<file path="config.mk">
export PLATFORM = sky130hd
export DESIGN_NAME = lsu
export DESIGN_NICKNAME = d
export VERILOG_FILES = /design/src/rtl/lsu.sv
export SDC_FILE = /design/constraint.sdc
export NUM_CORES = 1
export LEC_CHECK = 0
export ABC_AREA = 0
export ABC_CLOCK_PERIOD_IN_PS = 4740
export CORE_AREA = 5 5 95 97
export CTS_CLUSTER_SIZE = 10
export DETAILED_ROUTE_END_ITERATION = 10
export DIE_AREA = 0 0 100 102
export PLACE_DENSITY = 0.78
export SYNTH_ARGS = -nofsm -noshare
export SYNTH_HDL_FRONTEND = slang
export SYNTH_SLANG_ARGS = --single-unit
</file>
<file path="constraint.sdc">
create_clock -name clk -period 4.74 [get_ports clk]
set_input_delay 0.474 -clock clk [delete_from_list [all_inputs] [get_ports clk]]
set_output_delay 0.474 -clock clk [all_outputs]
set_load 0.01 [all_outputs]
</file>
<file path="src/rtl/lsu.sv">
// Load/store unit of the memory stage.
// Turns the decoded memory op held in the execute-to-memory register into a
// single request/grant/response bus transaction, stalls the pipeline until
// that transaction completes, and aligns and extends load data for writeback.
// Optional feature: define LSU_MISALIGN_TRAP_EN to trap misaligned accesses
// instead of force-aligning them.
module lsu (
  input  logic        clk,
  input  logic        rst_n,
  input  logic        rd_we_i,
  input  logic [31:0] rd_mem_data_i,
  input  logic [4:0]  rd_addr_i,
  input  logic [31:0] mem_addr_i,
  input  logic        mem_re_i,
  input  logic        mem_we_i,
  input  logic [1:0]  mem_size_i,
  input  logic        mem_unsigned_i,
  output logic        bus_req_o,
  output logic        bus_we_o,
  output logic [31:0] bus_addr_o,
  output logic [3:0]  bus_be_o,
  output logic [31:0] bus_wdata_o,
  input  logic        bus_gnt_i,
  input  logic        bus_rvalid_i,
  input  logic [31:0] bus_rdata_i,
  output logic        rd_we_o,
  output logic [31:0] rd_wdata_o,
  output logic [4:0]  rd_addr_o,
  output logic        stall_req_o,
  output logic        misalign_o,
  output logic [31:0] bad_addr_o
);

  typedef enum logic [1:0] {
    IDLE     = 2'd0,
    WAIT_GNT = 2'd1,
    WAIT_RSP = 2'd2
  } state_e;

  state_e      state_q;
  state_e      state_d;

  logic        size_half_s;
  logic        size_word_s;
  logic [1:0]  off_s;
  logic        trap_s;
  logic        mem_op_s;
  logic        req_s;
  logic        stall_s;
  logic        done_s;
  logic [31:0] load_data_s;

  // Byte-lane enables for an access of the given size at the given offset.
  function automatic logic [3:0] lane_be(input logic [1:0] size, input logic [1:0] off);
    logic [3:0] be;
    case (size)
      2'd0:    be = 4'b0001 << off;
      2'd1:    be = 4'b0011 << off;
      default: be = 4'b1111;
    endcase
    return be;
  endfunction

  // Store data replicated across all lanes so any enabled lane carries it.
  function automatic logic [31:0] lane_wdata(input logic [1:0] size, input logic [31:0] data);
    logic [31:0] wd;
    case (size)
      2'd0:    wd = {4{data[7:0]}};
      2'd1:    wd = {2{data[15:0]}};
      default: wd = data;
    endcase
    return wd;
  endfunction

  // Shift the addressed lanes down to bit 0, then sign- or zero-extend.
  // Words always reach here with offset 0, so the shift leaves them unchanged.
  function automatic logic [31:0] load_ext(input logic [1:0] size, input logic uns,
                                           input logic [1:0] off, input logic [31:0] rdata);
    logic [31:0] sh;
    logic [31:0] ext;
    sh = rdata >> {off, 3'b000};
    case (size)
      2'd0:    ext = {{24{~uns & sh[7]}}, sh[7:0]};
      2'd1:    ext = {{16{~uns & sh[15]}}, sh[15:0]};
      default: ext = sh;
    endcase
    return ext;
  endfunction

  assign size_half_s = (mem_size_i == 2'd1);
  assign size_word_s = mem_size_i[1];

`ifdef LSU_MISALIGN_TRAP_EN
  logic misaligned_s;

  // Misaligned ops are trapped; aligned ops use their natural offset.
  always_comb begin
    misaligned_s = (size_half_s & mem_addr_i[0]) | (size_word_s & (mem_addr_i[1:0] != 2'b00));
    trap_s       = misaligned_s & (mem_re_i | mem_we_i);
    off_s        = mem_addr_i[1:0];
  end
`else
  // Misaligned ops are force-aligned: halves drop addr[0], words use offset 0.
  always_comb begin
    trap_s = 1'b0;
    if (size_word_s) begin
      off_s = 2'b00;
    end else if (size_half_s) begin
      off_s = {mem_addr_i[1], 1'b0};
    end else begin
      off_s = mem_addr_i[1:0];
    end
  end
`endif

  assign mem_op_s    = (mem_re_i | mem_we_i) & ~trap_s;
  assign load_data_s = load_ext(mem_size_i, mem_unsigned_i, off_s, bus_rdata_i);

  // State register; reset abandons any transaction in flight.
  always_ff @(posedge clk) begin
    if (!rst_n) begin
      state_q <= IDLE;
    end else begin
      state_q <= state_d;
    end
  end

  // Next state plus request/stall/done decode for the single outstanding access.
  always_comb begin
    state_d = state_q;
    req_s   = 1'b0;
    stall_s = 1'b0;
    done_s  = 1'b0;
    case (state_q)
      IDLE: begin
        if (mem_op_s) begin
          req_s   = 1'b1;
          stall_s = 1'b1;
          state_d = bus_gnt_i ? WAIT_RSP : WAIT_GNT;
        end else begin
          state_d = IDLE;
        end
      end
      WAIT_GNT: begin
        req_s   = 1'b1;
        stall_s = 1'b1;
        if (bus_gnt_i) begin
          state_d = WAIT_RSP;
        end else begin
          state_d = WAIT_GNT;
        end
      end
      WAIT_RSP: begin
        if (bus_rvalid_i) begin
          done_s  = 1'b1;
          state_d = IDLE;
        end else begin
          stall_s = 1'b1;
          state_d = WAIT_RSP;
        end
      end
      default: begin
        state_d = IDLE;
      end
    endcase
  end

  // Bus request fields come straight from the held pipeline register.
  always_comb begin
    bus_req_o   = rst_n & req_s;
    bus_we_o    = mem_we_i;
    bus_addr_o  = {mem_addr_i[31:2], 2'b00};
    bus_be_o    = lane_be(mem_size_i, off_s);
    bus_wdata_o = lane_wdata(mem_size_i, rd_mem_data_i);
    stall_req_o = rst_n & stall_s;
  end

  // Writeback triple and exception outputs.
  always_comb begin
    rd_addr_o  = rd_addr_i;
    rd_we_o    = 1'b0;
    rd_wdata_o = 32'h0000_0000;
    misalign_o = rst_n & trap_s;
    bad_addr_o = 32'h0000_0000;
    if (trap_s) begin
      bad_addr_o = mem_addr_i;
    end else if (mem_re_i) begin
      rd_we_o    = rst_n & rd_we_i & done_s;
      rd_wdata_o = done_s ? load_data_s : 32'h0000_0000;
    end else if (mem_we_i) begin
      rd_we_o    = 1'b0;
    end else begin
      rd_we_o    = rst_n & rd_we_i;
      rd_wdata_o = rd_mem_data_i;
    end
  end

endmodule

</file>
; ---- Word-level counts from Yosys, hierarchy flattened
; Cells that the tools add are included.
[word_totals]
inputBits = 111
ff_bits = 2
elab_cells = 37
[op_classes]
eq_ne = 3
n_bitwise = 8
mux = 20
n_reduce_logical = 2
shifts = 3
[ops]
columns = op, n
row1 = $pmux 32 s2, 2
row2 = $mux 32, 3
row3 = $shr 32x5->32, 1
row4 = $mux 2, 4
row5 = $pmux 4 s2, 1
row6 = $mux 1, 7
row7 = $and 1x1->1, 6
row8 = $pmux 2 s3, 1
row9 = $eq 2x1->1 const B, 2
row10 = $logic_not 2->1, 2
row11 = $shl 1x2->4 const A, 1
row12 = $shl 2x2->4 const A, 1
row13 = $pmux 1 s3, 1
row14 = $eq 2x2->1 const B, 1
row15 = $pmux 1 s2, 1
row16 = $not 1->1, 1
row17 = $or 1x1->1, 1

; ---- Longest topological paths before layout
; Gate-level depths: netlist of the first run.
[depth]
word_depth = 8
mapped_depth = 6
depth_no_buf = 4

; ---- Least setup slack after synthesis of the first run
; Ideal clock, no wire load.
[synth_timing]
kind = input port to output port
from = in mem_size_i[0]
to = out rd_wdata_o[10]
n_path_buf = 2
stages = 6
t_arrival_ps = 1788
setup_slack_ps = 2478
cell_sequence = buf_4 -> or3b_1 -> buf_6 -> o31ai_2 -> nor4_2 -> a211o_1
[synth_between]
elab_chain_len = 8
elab_cells_between_ends = 9
[synth_lines]
columns = item, line
row1 = start: declaration, 16  ; input logic [1:0] mem_size_i,
row2 = $eq 2x1->1, "82, 90"
row3 = $mux 1, 108  ; end else if (size_half_s) begin
row4 = $mux 2, 106  ; if (size_word_s) begin
row5 = $shr 32x5->32, 81  ; sh = rdata >> {off, 3'b000};
row6 = $and 1x1->1, 83  ; 2'd0: ext = {{24{~uns & sh[7]}}, sh[7:0]};
row7 = $pmux 32 s2 (*), 82  ; case (size)
row8 = $mux 32 (*), 189  ; rd_wdata_o = done_s ? load_data_s : 32'h0000_0000;
row9 = $mux 32 (*), 187  ; end else if (mem_re_i) begin
row10 = end: declaration, 27  ; output logic [31:0] rd_wdata_o,
; Every way passes the cells marked *; elsewhere a longest branch is shown, timed or not.

; ---- Worst setup path after layout of the first run
[layout_timing]
from = in mem_size_i[0]
to = out rd_wdata_o[18]
[layout_between]
elab_chain_len = 8
elab_cells_between_ends = 10
[layout_lines]
columns = item, line
row1 = $eq 2x1->1, "82, 90"
row2 = $mux 1, 108
row3 = $mux 2, 106
row4 = $shr 32x5->32, 81
row5 = $and 1x1->1 (on tied branches), "84, 83"
row6 = $pmux 32 s2 (*), 82
row7 = $mux 32 (*), 189
row8 = $mux 32 (*), 187
; Marks and branches as above.

==> results.sh, run 1 <==
export IMPL_path_clk_slew_ps=30
export IMPL_slew_headroom_pct=49.11
export IMPL_final_layout_size_suffix_gt1_share_pct=11.35
export IMPL_drv_cap=0
export IMPL_drt_first_iter_violations=51
export IMPL_syn_area_per_cell_um2=7.076
export IMPL_area_growth_pct=60.30
export IMPL_crit_buf_inv=3
export IMPL_start_util_pct=23.99
export IMPL_p_leak_nw=1.249
export IMPL_cts_setup_buffers=0
export IMPL_max_stage_delay_ps=650
export IMPL_final_max_slew_violation_count=0
export IMPL_design_area_um2=3097
export IMPL_top_register="state_q"
export IMPL_mostFrequentLayoutCells="clkdlybuf4s50_1, nand2_1, o21ai_0"
export IMPL_powerDensity_nw_per_um2=121.5
export IMPL_outcome="completed"
export IMPL_ant_nets=0
export IMPL_cp_data_arrival_time_ps=3200
export IMPL_crit_fanout=16
export IMPL_cp_required_ps=4270
export IMPL_grt_max_degree=34
export IMPL_synth_compound_area_share_pct=23.96
export IMPL_grt_pass1_wl_mm=12.80
export IMPL_cts_tree="done"
export IMPL_synth_edff_count=0
export IMPL_pin_count=253
export IMPL_synth_mux_area_share_pct=22.22
export IMPL_final_common_cell="clkdlybuf4s50_1"
export IMPL_drc=0
export IMPL_worstSetupPathType="primary input to primary output"
export IMPL_dp_cells=472
export IMPL_gp_congestion=0.8670
export IMPL_period_share_pct=77.51
export IMPL_core_area_um2=8051
export IMPL_die_y_um=102
export IMPL_yosys_area_top_type_share_pct=31.09
export IMPL_clock_latency_ps=210
export IMPL_syn_inst=273
export IMPL_fin_setup_tns_ps=0
export IMPL_nNetsFinal=483
export IMPL_finalSetupViolations=0
export IMPL_grt_pass1_vias=2295
export IMPL_synth_async_sr_flop_share_pct=0
export IMPL_overflow=0
export IMPL_cts_resized_gates=0
export IMPL_synth_simple_area_share_pct=16.13
export IMPL_synth_cell_area_um2=1932
export IMPL_cts_max_path_buffers=2
export IMPL_h_tree_depth=1
export IMPL_ys_warnings_count=0
export IMPL_rsz0062_at_grt="false"
export IMPL_yosys_top_cells_area="buf_4, o21ai_0, mux2_2, mux4_2, nand2_1"
export IMPL_port_buffers=147
export IMPL_startpoint_type="primary input"
export IMPL_post_drt_wl_per_cell_um=19.02
export IMPL_synth_top_area_cell="buf_4"
export IMPL_postCtsHoldBufs=0
export IMPL_largest_reg_flops=2
export IMPL_ir_worst_vdd_uv=76.33
export IMPL_fmax_mhz=272.2
export IMPL_floorplan_die_area_um2=10200
export IMPL_synthFlopType="dfxtp_1"
export IMPL_cp_top_family="buffers and inverters"
export IMPL_layout_min_cycle_time_ps=3674
export IMPL_fin_cells=475
export IMPL_worst_path_max_delay_cell="o31a_1"
export IMPL_synth_seq_cells=2
export IMPL_track_usage_pct=16.10
export IMPL_rrSetupSlack_ps=3760
export IMPL_chipWidth_um=100
export IMPL_worst_pin_slew_ps=758.3
export IMPL_synth_xor_area_share_pct=0
export IMPL_crit_path_end_kind="primary output"
export IMPL_fp_row_count=33
export IMPL_yosysUniqueCellTypes=35
export IMPL_hold_class="register to register"
export IMPL_antenna_found_initial=0
export IMPL_cpMostUsedCell="clkdlybuf4s50_1"
export IMPL_top_regs="state_q x2"
export IMPL_hold_violations=0
export IMPL_synth_top_family_by_area="buffers and inverters"
export IMPL_hpwl_mm=7.098
export IMPL_place_area_um2=3055
export IMPL_cts_buffers=3
export IMPL_yosysSeqAreaShare_pct=2.073
export IMPL_clkSinkCount=2
export IMPL_finClkSkew_ps=2.945
export IMPL_wirelength_mm=9.033
export IMPL_num_antenna_cells=0
export IMPL_via_count=2305
export IMPL_drt_first_pass_iters=4
export IMPL_via_per_inst=4.853
export IMPL_worstPathCellList="clkdlybuf4s50_1 > buf_4 > nand2b_1 > a211oi_2 > o31a_1 > o21ai_0 > clkdlybuf4s50_1"
export IMPL_cts_root_buf="clkbuf_8"
export IMPL_synth_adder_area_share_pct=0
power breakdown:
group	internal [W]	leakage (nW)	switching, W
logic	0.000163	1.21	0.000128
registers	0.0000182	0.0165	0.000000690
clock network	0.0000537	0.0216	0.0000129
total	0.000234	1.25	0.000142
layout make-up:
cell class,count,area [um2]
Fill cell,836,4955
Sequential cell,2,40.04
Timing Repair Buffer,156,1539
Clock buffer,3,41.29
Multi-Input combinational cell,207,1338
Tap cell,105,131.4
Inverter,2,7.507
per-stage QoR:
stage          setup slack (ps)  power [W]  hold WS (ps)  util, %
2_1_floorplan              2478  0.0001908         545.6        -
3_3_place_gp               1095  0.0003075         595.4    37.95
3_5_place_dp               1040  0.0003101         606.1    37.95
4_1_cts                    1022  0.0003788         618.3    38.46
5_1_grt                   813.3  0.0003996         656.5    38.46
6_report                   1066  0.0003764         620.7    38.46
worst register-to-register path, stage by stage (launching register included):
cell	delay [ps]
dfxtp_1	310
nor3_1	180
nor2_1	80
and2_1	180
nor2b_1	130
synth_stat cells, types with 2 or more instances:
library cell and number:
o21a_1 2, buf_4 80, dfxtp_1 2, buf_6 2
nor3_1 4, mux4_2 7, clkbuf_1 13, nand2b_1 3
a21oi_1 8, nor2b_1 2, a22o_1 7, nor3b_1 2
mux2i_1 8, o21ai_0 41, mux2_2 17, nand2_1 41
a211o_1 9, nor2_1 7, inv_1 2
path summary, 6_finish.rpt:
| path | start | end | cells past startpoint |
|---|---|---|---|
| hold reg to reg | state_q[0] | state_q[1] | 2 |
| setup / recovery | mem_size_i[0] | rd_wdata_o[18] | 7 |
| hold / removal | state_q[0] | state_q[1] | 2 |
| setup reg to reg | state_q[0] | state_q[0] | 4 |
per-layer routing:
metal  part of all wire, %  GRT usage [%]  vias to the layer above
met3                    10          3.072                       29
li1                      -              -                     1042
met4                   3.5          6.010                        0
met1                    37          18.99                     1078
met2                    50          28.99                      156
met5                     0              0                        -
logic make-up after synthesis:
family	Yosys count
other	1
DFF	2
AOI/OAI and AO/OA	74
buffers and inverters	98
and+or+nand+nor	66
muxes	32
(Power assumes the default switching activity.)
==> run 2, diff against run 1 <==
ABC_CLOCK_PERIOD_IN_PS = 3300   (was 4740)
CORE_AREA = default   (was 5 5 95 97)
CORE_ASPECT_RATIO = 0.8   (was default)
CORE_MARGIN = 5   (was default)
CORE_UTILIZATION = 23   (was default)
DIE_AREA = default   (was 0 0 100 102)
clock period = 3.3 ns   (was 4.74 ns; I/O delays follow)
==> run 2 against run 1 <==
Effect of this change: die area up 1.4%; setup slack worse by 900 ps; routed wire length up 0.63%; clock-buffer cell count did not move; worst hold slack got worse by 7.1 ps; non-clock buffer count grew 3; core utilization grew 0.43 points; critical path depth decreased by 1; cell area increased by 1.2%; largest cell class unchanged.
==> results.sh, run 2 (synthesis gave the netlist of run 1 again) <==
export IMPL_outcome="completed"
export IMPL_drt_first_pass_iters=4
export IMPL_hpwl_mm=7.405
export IMPL_postCtsHoldBufs=0
export IMPL_powerDensity_nw_per_um2=173.8
export IMPL_cts_root_buf="clkbuf_8"
export IMPL_final_max_slew_violation_count=0
export IMPL_finalSetupViolations=0
export IMPL_clkSinkCount=2
export IMPL_grt_pass1_wl_mm=13.49
export IMPL_hold_class="register to register"
export IMPL_final_layout_size_suffix_gt1_share_pct=12.33
export IMPL_worstPathCellList="clkdlybuf4s50_1 > nor3b_2 > nor3_1 > o31a_2 > o21ai_0 > clkdlybuf4s50_1"
export IMPL_cp_required_ps=2970
export IMPL_drc=0
export IMPL_drt_first_iter_violations=84
export IMPL_hold_violations=0
export IMPL_dp_cells=478
export IMPL_cts_tree="done"
export IMPL_cts_buffers=3
export IMPL_grt_max_degree=34
export IMPL_num_antenna_cells=0
export IMPL_crit_fanout=16
export IMPL_place_area_um2=3082
export IMPL_cp_data_arrival_time_ps=2800
export IMPL_pwr_share_seq_pct=5.0
export IMPL_overflow=0
export IMPL_wirelength_mm=9.090
export IMPL_drv_cap=0
export IMPL_via_per_inst=4.807
export IMPL_track_usage_pct=16.05
export IMPL_p_comb_share_pct=77.9
export IMPL_top_register="state_q"
export IMPL_multiInputGateArea_um2=1348
export IMPL_path_clk_slew_ps=30
export IMPL_p_clk_share_pct=17.2
export IMPL_h_tree_depth=1
export IMPL_worstSetupPathType="primary input to primary output"
export IMPL_mostFrequentLayoutCells="clkdlybuf4s50_1, nand2_1, o21ai_0"
export IMPL_rsz0062_at_grt="false"
export IMPL_fillers=840
export IMPL_fmax_mhz=319.6
export IMPL_crit_path_end_kind="primary output"
export IMPL_floorplan_die_area_um2=10340
export IMPL_grt_pass1_vias=2466
export IMPL_fin_cells=481
export IMPL_worst_path_max_delay_cell="clkdlybuf4s50_1"
export IMPL_start_util_pct=23.98
export IMPL_nNetsFinal=486
export IMPL_fp_row_count=29
export IMPL_antenna_found_initial=0
export IMPL_via_count=2312
export IMPL_netSwitchingPower_w=0.0002052
export IMPL_chipWidth_um=112.5
export IMPL_core_area_um2=8055
export IMPL_final_common_cell="clkdlybuf4s50_1"
export IMPL_clock_latency_ps=200
export IMPL_ir_worst_vdd_uv=97.00
export IMPL_pin_count=253
export IMPL_port_buffers=147
export IMPL_cts_max_path_buffers=2
export IMPL_layout_min_cycle_time_ps=3129
export IMPL_largest_reg_flops=2
export IMPL_finalCoreUtilization_pct=38.89
export IMPL_die_y_um=91.97
export IMPL_ant_nets=0
export IMPL_startpoint_type="primary input"
export IMPL_worst_pin_slew_ps=775.1
export IMPL_p_leak_nw=1.264
export IMPL_cpMostUsedCell="clkdlybuf4s50_1"
export IMPL_p_int_w=0.0003394
export IMPL_period_share_pct=94.82
export IMPL_slew_headroom_pct=47.98
export IMPL_design_area_um2=3133
export IMPL_area_growth_pct=62.18
export IMPL_cts_resized_gates=0
export IMPL_cts_setup_buffers=0
export IMPL_finClkSkew_ps=0.4779
export IMPL_gp_congestion=0.8051
export IMPL_ff_latch_area_um2=40.04
export IMPL_top_regs="state_q x2"
export IMPL_post_drt_wl_per_cell_um=18.90
export IMPL_max_stage_delay_ps=660
export IMPL_netSwitchingFraction_pct=37.68
[run 2: metrics by stage]
| stage | TNS, ps | hold slack (ps) | setup slack [ps] | total power [W] |
|---|---|---|---|---|
| floorplan | 0 | 401.6 | 1326 | 0.0002740 |
| global placement | -46.26 | 599.8 | -12.36 | 0.0004434 |
| detailed placement | -475.0 | 611.5 | -87.13 | 0.0004484 |
| CTS | -565.4 | 616.7 | -96.67 | 0.0005472 |
| global route | 0 | 628.7 | 80.51 | 0.0005814 |
| finish | 0 | 613.7 | 171.0 | 0.0005446 |
[run 2: final cells by class]
class	count	area share [%]
repair buffers	159	49.84
multi-input cells	207	43.01
well taps	108	4.313
clock buffers	3	1.318
flip-flops and latches	2	1.278
inverters	2	0.2396
[run 2: final timing paths]
check,from,endpoint,slack (ps),depth (start not counted)
worst max-delay path,mem_size_i[1],rd_wdata_o[27],170,6
worst min-delay path,state_q[0],state_q[1],610,2
worst max register to register,state_q[0],state_q[0],2320,4
worst min register to register,state_q[0],state_q[1],610,2
[run 2: critical path: cells and delay by family]
family | cells | cell delay [ps]
buffers and inverters | 2 | 1180
AND/OR/NAND/NOR | 2 | 610
AO/OA/AOI/OAI | 2 | 670
[run 2: routing by layer]
layer  GRT usage [%]  wire length, um  share of wire [%]  up-vias
met3           4.145              806                8.9       22
met1           18.75             3614                 40     1082
li1                -                -                  -     1057
met4           3.804              167                1.8        0
met2           29.37             4501                 50      151
met5               0                0                  0        -
[run 2: power groups by stage]
stage | Combinational, W | Sequential, W | Clock (W)
floorplan | 0.000247 | 0.0000271 | 0
detailed placement | 0.000421 | 0.0000273 | 0
global route | 0.000452 | 0.0000271 | 0.000102
finish | 0.000424 | 0.0000271 | 0.0000935
CTS | 0.000424 | 0.0000270 | 0.0000967
global placement | 0.000416 | 0.0000272 | 0
==> run 3, diff against run 2 <==
CORE_AREA = 2 2 98 100   (was default)
CORE_ASPECT_RATIO = default   (was 0.8)
CORE_MARGIN = default   (was 5)
CORE_UTILIZATION = default   (was 23)
DIE_AREA = 0 0 100 102   (was default)
PLACE_DENSITY = 0.73   (was 0.78)
==> run 3 against run 2 <==
Effect of this change: cell count grew 0.42%; total power grew 0.18%; highest routed layer unchanged; register-to-register slack lost 20 ps; sequential power is essentially flat; maximum frequency shrank 0.35%; critical path depth is the same; clock-buffer cell count is the same; core utilization shrank 4.5 points; die area shrank 1.4%; routed wire length shrank 3.3%.
==> results.sh, run 3 (synthesis gave the netlist of run 1 again) <==
export IMPL_cts_buffers=3
export IMPL_clkSinkCount=2
export IMPL_via_count=2266
export IMPL_slew_headroom_pct=52.63
export IMPL_chipWidth_um=100
export IMPL_p_leak_nw=1.259
export IMPL_ir_worst_vdd_uv=76.99
export IMPL_post_drt_wl_per_cell_um=18.19
export IMPL_worst_pin_slew_ps=705.2
export IMPL_worstSetupPathType="primary input to primary output"
export IMPL_overflow=0
export IMPL_wirelength_mm=8.788
export IMPL_top_regs="state_q x2"
export IMPL_layout_min_cycle_time_ps=3140
export IMPL_p_total_w=0.0005456
export IMPL_fillers=954
export IMPL_cts_max_path_buffers=2
export IMPL_r2r_start="state_q[1]"
export IMPL_antenna_found_initial=0
export IMPL_port_buffers=147
export IMPL_crit_buf_inv=3
export IMPL_rsz0062_at_grt="false"
export IMPL_grt_pass1_vias=2197
export IMPL_ff_latch_area_um2=40.04
export IMPL_place_ws_ps=-49.60
export IMPL_netSwitchingPower_w=0.0002066
export IMPL_final_max_slew_violation_count=0
export IMPL_dp_cells=480
export IMPL_powerDensity_nw_per_um2=174.4
export IMPL_crit_path_end_kind="primary output"
export IMPL_num_antenna_cells=0
export IMPL_ant_nets=0
export IMPL_cp_top_family="buffers and inverters"
export IMPL_hold_path_startpoint="state_q[0]"
export IMPL_worst_path_max_delay_cell="clkdlybuf4s50_1"
export IMPL_start_util_pct=21.21
export IMPL_top_register="state_q"
export IMPL_track_usage_pct=16.15
export IMPL_multiInputGateArea_um2=1348
export IMPL_r2r_cells=3
export IMPL_mostFrequentLayoutCells="clkdlybuf4s50_1, nand2_1, o21ai_0"
export IMPL_fp_row_count=35
export IMPL_startpoint_type="primary input"
export IMPL_fin_cells=483
export IMPL_postCtsHoldBufs=0
export IMPL_cp_required_ps=2970
export IMPL_finalSetupViolations=0
export IMPL_cts_root_buf="clkbuf_8"
export IMPL_outcome="completed"
export IMPL_grt_pass1_wl_mm=12.68
export IMPL_clock_latency_ps=210
export IMPL_r2r_end="state_q[1]"
export IMPL_area_growth_pct=61.98
export IMPL_p_comb_share_pct=77.1
export IMPL_netSwitchingFraction_pct=37.86
export IMPL_hpwl_mm=6.842
export IMPL_cts_tree="done"
export IMPL_cts_resized_gates=1
export IMPL_final_layout_size_suffix_gt1_share_pct=12.10
export IMPL_worstPathCellList="clkdlybuf4s50_1 > or3b_1 > buf_4 > mux4_2 > a22o_1 > clkdlybuf4s50_1"
export IMPL_worst_slack_ps=160.0
export IMPL_drt_first_pass_iters=4
export IMPL_die_y_um=102
export IMPL_cts_setup_buffers=0
export IMPL_min_to="state_q[1]"
export IMPL_max_stage_delay_ps=550
export IMPL_rrSetupSlack_ps=2300
export IMPL_floorplan_die_area_um2=10200
export IMPL_largest_reg_flops=2
export IMPL_finClkSkew_ps=0.7682
export IMPL_period_share_pct=95.15
export IMPL_drt_first_iter_violations=37
export IMPL_p_clk_share_pct=18.0
export IMPL_pwr_share_seq_pct=5.0
export IMPL_hold_class="register to register"
export IMPL_cpMostUsedCell="clkdlybuf4s50_1"
export IMPL_fmax_mhz=318.5
export IMPL_gp_congestion=0.8154
export IMPL_drv_cap=0
export IMPL_nNetsFinal=485
export IMPL_pin_count=253
export IMPL_core_area_um2=9109
export IMPL_p_int_w=0.0003391
export IMPL_drc=0
export IMPL_cp_data_arrival_time_ps=2810
export IMPL_holdPathStages=2
export IMPL_h_tree_depth=1
export IMPL_crit_fanout=8
export IMPL_final_common_cell="clkdlybuf4s50_1"
export IMPL_via_per_inst=4.692
export IMPL_grt_max_degree=34
export IMPL_path_clk_slew_ps=30
export IMPL_hold_violations=0
## run 3: changes by cell type in the layout (fill, tap and decap cells not counted), sizes merged
cell / delta
buf: -1
## run 3: metrics by stage
step	util, %	TNS (ps)	hold WS (ps)	area (um2)
floorplan	-	0	401.6	2059
global placement	33.79	0	593.2	3078
detailed placement	33.79	-337.9	611.7	3078
CTS	34.34	0	626.1	3128
global route	34.35	0	646.6	3129
finish	34.35	0	636.3	3129
## run 3: area by class of cell
type / count / area share (%)
Sequential cell: 2 / 1.279
Clock buffer: 3 / 1.319
Multi-Input combinational cell: 207 / 43.06
Inverter: 2 / 0.2399
Timing Repair Buffer: 158 / 49.66
Tap cell: 111 / 4.438
## run 3: per-layer routing
metal	up-vias	global-route usage (%)	routed length (um)	share of wire, %
met5	-	0	0	0
met4	0	4.215	112	1.3
met3	19	1.984	520	5.9
met2	127	29.16	4517	51
met1	1073	20.44	3637	41
li1	1047	-	-	-
## run 3: how the worst max path moves through the flow
stage / start / to / slack (ps) / cells past startpoint
detailed placement: mem_size_i[1] / rd_wdata_o[9] / -50 / 6
floorplan: mem_size_i[0] / rd_wdata_o[10] / 1330 / 6
global route: mem_size_i[1] / rd_wdata_o[5] / 50 / 6
finish: mem_size_i[1] / rd_wdata_o[5] / 160 / 6
CTS: mem_size_i[1] / rd_wdata_o[28] / 10 / 6
global placement: mem_addr_i[0] / rd_wdata_o[13] / 80 / 6
## run 3: tightest hold or removal path, cell delays in order, from the launching register on
cell     delay (ps)
dfxtp_1         330
nor3b_1          80
o21a_1          170
## run 3: power by group through the flow
stage          clock [W]  sequential, W  combinational, W
2_1_floorplan          0      0.0000271          0.000247
3_3_place_gp           0      0.0000272          0.000416
3_5_place_dp           0      0.0000273          0.000419
4_1_cts        0.0000993      0.0000271          0.000422
5_1_grt         0.000103      0.0000272          0.000451
6_report       0.0000980      0.0000272          0.000420
